## config.mk

```make
export PLATFORM = sky130hd
export DESIGN_NAME = muldiv_ctrl
export DESIGN_NICKNAME = d
export VERILOG_FILES = /design/src/rtl/muldiv_ctrl.sv
export SDC_FILE = /design/constraint.sdc
export NUM_CORES = 1
export LEC_CHECK = 0
export ABC_AREA = 1
export CAP_MARGIN = 20
export CELL_PAD_IN_SITES_DETAIL_PLACEMENT = 1
export CELL_PAD_IN_SITES_GLOBAL_PLACEMENT = 1
export CORE_UTILIZATION = 24
export DETAILED_ROUTE_END_ITERATION = 8
export PLACE_DENSITY_LB_ADDON = 0.1
export SLEW_MARGIN = 20
export SYNTH_ARGS = -nofsm -noshare
export SYNTH_HDL_FRONTEND = slang
export SYNTH_SLANG_ARGS = --single-unit
```

## constraint.sdc

```tcl
create_clock -name clk -period 1.66 [get_ports clk]
set_input_delay 0.332 -clock clk [delete_from_list [all_inputs] [get_ports clk]]
set_output_delay 0.332 -clock clk [all_outputs]
set_load 0.03 [all_outputs]
```

## src/rtl/muldiv_ctrl.sv

```systemverilog
// muldiv_ctrl: sequences the shared multiply/divide engines for the multicycle
// CPU and owns the architectural HI/LO registers.
// Optional WAIT-state watchdog with extra `timeout` port: define MULDIV_TIMEOUT_EN.
module muldiv_ctrl #(
    parameter int WIDTH = 32
`ifdef MULDIV_TIMEOUT_EN
    ,
    parameter int TIMEOUT = 64
`endif
) (
    input  logic             clk,
    input  logic             rst_n,
    input  logic             op_valid,
    input  logic [1:0]       op_code,
    input  logic [WIDTH-1:0] rs_val,
    input  logic [WIDTH-1:0] rt_val,
    output logic             busy,
    output logic             done,
    output logic             div_zero,
`ifdef MULDIV_TIMEOUT_EN
    output logic             timeout,
`endif
    output logic [WIDTH-1:0] hi_out,
    output logic [WIDTH-1:0] lo_out,
    output logic             mul_start,
    output logic [WIDTH-1:0] mul_a,
    output logic [WIDTH-1:0] mul_b,
    input  logic [WIDTH-1:0] mul_hi,
    input  logic [WIDTH-1:0] mul_lo,
    input  logic             mul_ready,
    output logic             div_start,
    output logic [WIDTH-1:0] div_a,
    output logic [WIDTH-1:0] div_b,
    input  logic [WIDTH-1:0] div_q,
    input  logic [WIDTH-1:0] div_r,
    input  logic             div_ready
);

    typedef enum logic [1:0] {S_IDLE = 2'd0, S_ISSUE = 2'd1, S_WAIT = 2'd2} state_t;
    typedef enum logic {SEL_MUL = 1'b0, SEL_DIV = 1'b1} sel_t;
    typedef enum logic [1:0] {OP_MULT = 2'b00, OP_DIV = 2'b01, OP_MTHI = 2'b10, OP_MTLO = 2'b11} op_t;

    state_t           r_state;
    state_t           w_next_state;
    sel_t             r_sel;
    logic [WIDTH-1:0] r_a;
    logic [WIDTH-1:0] r_b;
    logic [WIDTH-1:0] r_hi;
    logic [WIDTH-1:0] r_lo;
    logic             r_done;
    logic             r_div_zero;

    logic             w_latch;
    logic             w_wr_hi;
    logic             w_wr_lo;
    logic [WIDTH-1:0] w_hi_d;
    logic [WIDTH-1:0] w_lo_d;
    logic             w_done;
    logic             w_div_zero;
    logic             w_sel_ready;

`ifdef MULDIV_TIMEOUT_EN
    localparam int CNT_W = $clog2(TIMEOUT) + 1;
    logic [CNT_W-1:0] r_cnt;
    logic             r_timeout;
    logic             w_timeout;
`endif

    // State register
    always_ff @(posedge clk or negedge rst_n) begin
        if (!rst_n) r_state <= S_IDLE;
        else        r_state <= w_next_state;
    end

    // Next-state decode plus HI/LO write and completion strobes; the commit
    // happens on the WAIT exit edge, so there is no separate COMMIT state
    always_comb begin
        w_next_state = r_state;
        w_latch      = 1'b0;
        w_wr_hi      = 1'b0;
        w_wr_lo      = 1'b0;
        w_hi_d       = '0;
        w_lo_d       = '0;
        w_done       = 1'b0;
        w_div_zero   = 1'b0;
        w_sel_ready  = (r_sel == SEL_MUL) ? mul_ready : div_ready;
`ifdef MULDIV_TIMEOUT_EN
        w_timeout    = 1'b0;
`endif
        case (r_state)
            S_IDLE: begin
                if (op_valid) begin
                    case (op_code)
                        OP_MULT: begin
                            w_latch      = 1'b1;
                            w_next_state = S_ISSUE;
                        end
                        OP_DIV: begin
                            if (rt_val == '0) begin
                                w_done     = 1'b1;
                                w_div_zero = 1'b1;
                            end else begin
                                w_latch      = 1'b1;
                                w_next_state = S_ISSUE;
                            end
                        end
                        OP_MTHI: begin
                            w_wr_hi = 1'b1;
                            w_hi_d  = rs_val;
                            w_done  = 1'b1;
                        end
                        OP_MTLO: begin
                            w_wr_lo = 1'b1;
                            w_lo_d  = rs_val;
                            w_done  = 1'b1;
                        end
                    endcase
                end
            end
            S_ISSUE: w_next_state = S_WAIT;
            S_WAIT: begin
                if (w_sel_ready) begin
                    w_next_state = S_IDLE;
                    w_done       = 1'b1;
                    w_wr_hi      = 1'b1;
                    w_wr_lo      = 1'b1;
                    w_hi_d       = (r_sel == SEL_MUL) ? mul_hi : div_r;
                    w_lo_d       = (r_sel == SEL_MUL) ? mul_lo : div_q;
                end
`ifdef MULDIV_TIMEOUT_EN
                else if (r_cnt == CNT_W'(TIMEOUT - 1)) begin
                    w_next_state = S_IDLE;
                    w_done       = 1'b1;
                    w_timeout    = 1'b1;
                end
`endif
            end
            default: w_next_state = S_IDLE;
        endcase
    end

    // Operand latch, engine select, HI/LO and one-cycle status pulses
    always_ff @(posedge clk or negedge rst_n) begin
        if (!rst_n) begin
            r_sel      <= SEL_MUL;
            r_a        <= '0;
            r_b        <= '0;
            r_hi       <= '0;
            r_lo       <= '0;
            r_done     <= 1'b0;
            r_div_zero <= 1'b0;
        end else begin
            r_done     <= w_done;
            r_div_zero <= w_div_zero;
            if (w_latch) begin
                r_sel <= (op_code == OP_DIV) ? SEL_DIV : SEL_MUL;
                r_a   <= rs_val;
                r_b   <= rt_val;
            end
            if (w_wr_hi) r_hi <= w_hi_d;
            if (w_wr_lo) r_lo <= w_lo_d;
        end
    end

`ifdef MULDIV_TIMEOUT_EN
    // Watchdog: cleared while issuing, counts every cycle spent in WAIT
    always_ff @(posedge clk or negedge rst_n) begin
        if (!rst_n) begin
            r_cnt     <= '0;
            r_timeout <= 1'b0;
        end else begin
            r_timeout <= w_timeout;
            if (r_state == S_ISSUE)     r_cnt <= '0;
            else if (r_state == S_WAIT) r_cnt <= r_cnt + 1'b1;
        end
    end

    assign timeout = r_timeout;
`endif

    assign busy      = (r_state == S_ISSUE) || (r_state == S_WAIT);
    assign done      = r_done;
    assign div_zero  = r_div_zero;
    assign hi_out    = r_hi;
    assign lo_out    = r_lo;
    assign mul_start = (r_state == S_ISSUE) && (r_sel == SEL_MUL);
    assign div_start = (r_state == S_ISSUE) && (r_sel == SEL_DIV);
    assign mul_a     = r_a;
    assign mul_b     = r_b;
    assign div_a     = r_a;
    assign div_b     = r_b;

endmodule

```

==> impl_metrics.json <==
{
  "mappedNetlistNets": 1069,
  "reg2reg_depth": 6,
  "setup-violations-final": 2,
  "cell_by_cell_trace_of_the_critical_path": "inv_2 -> buf_6 -> ha_4 -> inv_2 -> nor2_2 -> buf_6",
  "synth_seq_area_share": 0.466,
  "clockRootBuffer": "sky130_fd_sc_hd__clkbuf_16",
  "min-delay-start": "rt_val[27]",
  "num-nets-final": 1458,
  "worst_setup_path_end_kind": "primary output",
  "dr.pass1.iters": 4,
  "drc": 0,
  "floorplan.io_pins": 396,
  "run_status": "finished, violations left",
  "drt_iter0_markers": 339,
  "initial_utilization": 0.246,
  "clock_pin_slew_worst_setup_and_hold_paths_ps": 60,
  "p_per_area_mw_per_mm2": 1880,
  "r2r_slack_ps": 40,
  "timing.rr.start": "r_sel",
  "number_of_antenna_violations_at_the_first_check_in_global_routing": 3,
  "route.vias.total": 7845,
  "grt_first_pass_wirelength_um": 48900,
  "htreeDepth": 4,
  "arrival_ps": 1370,
  "synthesis.instances": 866,
  "largest_incremental_delay_on_the_critical_path_ps": 380,
  "violations": "setup timing",
  "die_extent_in_y_um": 174,
  "finalPower_uw": 23600,
  "dpl.hpwl_um": 23600,
  "worst_setup_path_startpoint": "r_state[1]",
  "avgRoutedWirePerCell_um": 20.8,
  "timing.final.crit_period_ps": 1700,
  "critPathSlowestCell": "sky130_fd_sc_hd__dfrtp_1",
  "final.hold.worst_slack_ps": 215,
  "finalCritPeriodShare": 1.03,
  "cts_tree": "yes",
  "vias_per_cell": 4.75,
  "tritoncts.num_buffers": 17,
  "timing.critical_path.fanout_max": 2,
  "leakage_uw": 0.00602,
  "floorplan.die.width_um": 174,
  "timing.fmax_mhz": 587,
  "worstHoldEndpoint": "div_b[27]",
  "min-delay-path-class": "in -> reg",
  "total_routing_usage_gr": 0.213,
  "overflow": 0,
  "synth_seq_cells": 133,
  "critPathBufInv": 4,
  "grt_pass1_vias": 7897,
  "worst-setup-path-type": "reg -> out",
  "count_of_synthesis_stage_warnings_from_yosys": 0,
  "fin_tns_setup_ps": -73.7,
  "cts.path.max_buffers": 2,
  "antenna_violating_nets_post_route": 0,
  "core_mm2": 0.0290,
  "clock_sink_count": 133,
  "io_buffer_count": 395,
  "synth.distinct_cells": 23,
  "vdd_ir_drop_max_uv": 800,
  "syn_avg_cell_area_um2": 8.24,
  "post_dp_cell_area_mm2": 0.0116,
  "max_cap_viol_count": 0,
  "rr_endpoint": "hi_out[31]",
  "finalWeightedCongestion": 0.790,
  "required_time_worst_endpoint_ps": 1330,
  "grt_max_degree": 50,
  "timing_hold_violations_final": 0,
  "dieArea_mm2": 0.0304,
  "setup_repair_after_global_routing_missed_its_margin": "yes",
  "crit_path_start_kind": "flop",
  "max-slew-margin-rel": 0.726,
  "max_slew.worst_pin.slew_ps": 412,
  "hold_depth": 3,
  "drive_above_1_share": 0.152,
  "critical_path_depth": 6,
  "clock_skew_ps": 13.8,
  "fp-row-count": 62,
  "finalInstanceArea_mm2": 0.0125,
  "cpLargestDelayFamily": "flip-flops",
  "finalWorstSetupSlack_ps": -42.6,
  "area_growth_synth_to_finish_pct": 75.2,
  "layout.filler_cells": 3341,
  "wirelength_um": 34300,
  "mapped_area_mm2": 0.00714,
  "finalCoreUtilization": 0.431,
  "finalMaxSlewViolations": 0,
  "clock_latency_at_the_later_pin_of_the_worst_skew_pair_ps": 430
}
## worst max path at each step
stage	end	slack, ps
final	mul_start	-40
after global routing	mul_start	-100
after CTS	mul_start	-90
after detailed placement	div_a[15]	-440
after global placement	div_a[30]	-400
after floorplan	hi_out[10]	100
## logic make-up after synthesis
| group | synth area share |
|---|---|
| and+or+nand+nor | 0.296 |
| AOI/OAI and AO/OA | 0.0992 |
| adders and majority gates | 0.00701 |
| DFF | 0.466 |
| buffers and inverters | 0.131 |
## timing repair
action	4_1_cts	5_1_grt
hold endpoints to repair	31	0
pin swaps	3	8
gates cloned	0	11
buffers inserted	5	11
gates resized for setup	208	39
setup endpoints to repair	263	135
hold buffers	1	0
## layout make-up
type                            instances  area (um^2)  share of cell area
Antenna cell                            1         2.50            0.000200
Sequential cell                       133         3330               0.266
Multi-Input combinational cell        576         2970               0.238
Clock inverter                         13          149              0.0119
Clock buffer                           19          433              0.0346
Tap cell                              384          480              0.0384
Inverter                               26         97.6             0.00780
Timing Repair Buffer                  501         5050               0.403
## report_power, final
part	switching (uW)	leakage [uW]	internal, uW
sequential	1140	0.00165	4810
clock	1630	0.000275	2240
combinational	8820	0.00409	4940
total	11600	0.00602	12000
## sequential cells by signal, summed over array words and instances (netlist names)
signal / cells
div_a: 32
div_b: 32
hi_out: 32
lo_out: 32
r_state: 2
div_zero: 1
done: 1
r_sel: 1
## cells in the final DEF (no fill, tap or decap), types with 3 or more instances in the layout
| master | count |
|---|---|
| sky130_fd_sc_hd__buf_6 | 13 |
| sky130_fd_sc_hd__clkinv_4 | 3 |
| sky130_fd_sc_hd__buf_12 | 23 |
| sky130_fd_sc_hd__nand2_1 | 128 |
| sky130_fd_sc_hd__nand2_2 | 9 |
| sky130_fd_sc_hd__inv_2 | 7 |
| sky130_fd_sc_hd__nor2_2 | 10 |
| sky130_fd_sc_hd__clkbuf_16 | 27 |
| sky130_fd_sc_hd__nor2_1 | 143 |
| sky130_fd_sc_hd__o21ai_2 | 14 |
| sky130_fd_sc_hd__dlygate4sd2_1 | 190 |
| sky130_fd_sc_hd__o311ai_1 | 62 |
| sky130_fd_sc_hd__nand3_1 | 188 |
| sky130_fd_sc_hd__clkdlybuf4s15_1 | 3 |
| sky130_fd_sc_hd__dfrtp_1 | 132 |
| sky130_fd_sc_hd__clkdlybuf4s50_1 | 192 |
| sky130_fd_sc_hd__buf_4 | 62 |
| sky130_fd_sc_hd__inv_1 | 19 |
| sky130_fd_sc_hd__o21ai_0 | 3 |
| sky130_fd_sc_hd__clkinvlp_4 | 3 |
| sky130_fd_sc_hd__dlymetal6s2s_1 | 4 |
| sky130_fd_sc_hd__inv_6 | 4 |
## stage by stage
step	instances	setup slack, ps
final	1653	-42.6
after global routing	1652	-103
after CTS	1630	-90.0
after detailed placement	1593	-437
after global placement	1593	-402
after floorplan	866	97.1
## worst reg2reg max path, cell delays in order (launching register included)
cell,delay [ps]
sky130_fd_sc_hd__dfrtp_2,470
sky130_fd_sc_hd__inv_2,120
sky130_fd_sc_hd__nand2_1,110
sky130_fd_sc_hd__nand2_2,130
sky130_fd_sc_hd__nand2_8,130
sky130_fd_sc_hd__clkbuf_16,230
sky130_fd_sc_hd__o311ai_0,310
## cells in the mapped netlist
master	instances	area, um^2
sky130_fd_sc_hd__nand3_1	189	946
sky130_fd_sc_hd__nor2_1	154	578
sky130_fd_sc_hd__nand2_1	134	503
sky130_fd_sc_hd__dfrtp_1	133	3330
sky130_fd_sc_hd__buf_4	65	488
sky130_fd_sc_hd__o311ai_1	60	526
sky130_fd_sc_hd__buf_2	35	175
sky130_fd_sc_hd__inv_1	23	86.3
sky130_fd_sc_hd__clkbuf_1	18	67.6
sky130_fd_sc_hd__o21ai_2	14	123
sky130_fd_sc_hd__buf_6	8	90.1
sky130_fd_sc_hd__buf_1	5	18.8
sky130_fd_sc_hd__nand2_2	5	31.3
sky130_fd_sc_hd__ha_1	4	50.1
sky130_fd_sc_hd__o311ai_0	4	35.0
sky130_fd_sc_hd__inv_2	3	11.3
sky130_fd_sc_hd__o21ai_0	3	15.0
sky130_fd_sc_hd__nand4_1	2	12.5
sky130_fd_sc_hd__nor3_1	2	10.0
sky130_fd_sc_hd__o21ai_1	2	10.0
sky130_fd_sc_hd__nand3_4	1	17.5
sky130_fd_sc_hd__nor2_2	1	6.26
sky130_fd_sc_hd__nor3_2	1	10.0
## metal layers
layer  part of all wire  track usage  vias up
met4              0.012       0.0537        4
met2               0.50        0.363      266
met5            0.00073            0        -
li1                   -            -     3673
met3              0.062       0.0597       24
met1               0.42        0.263     3878
No activity file was read; power rests on OpenSTA's default activity.
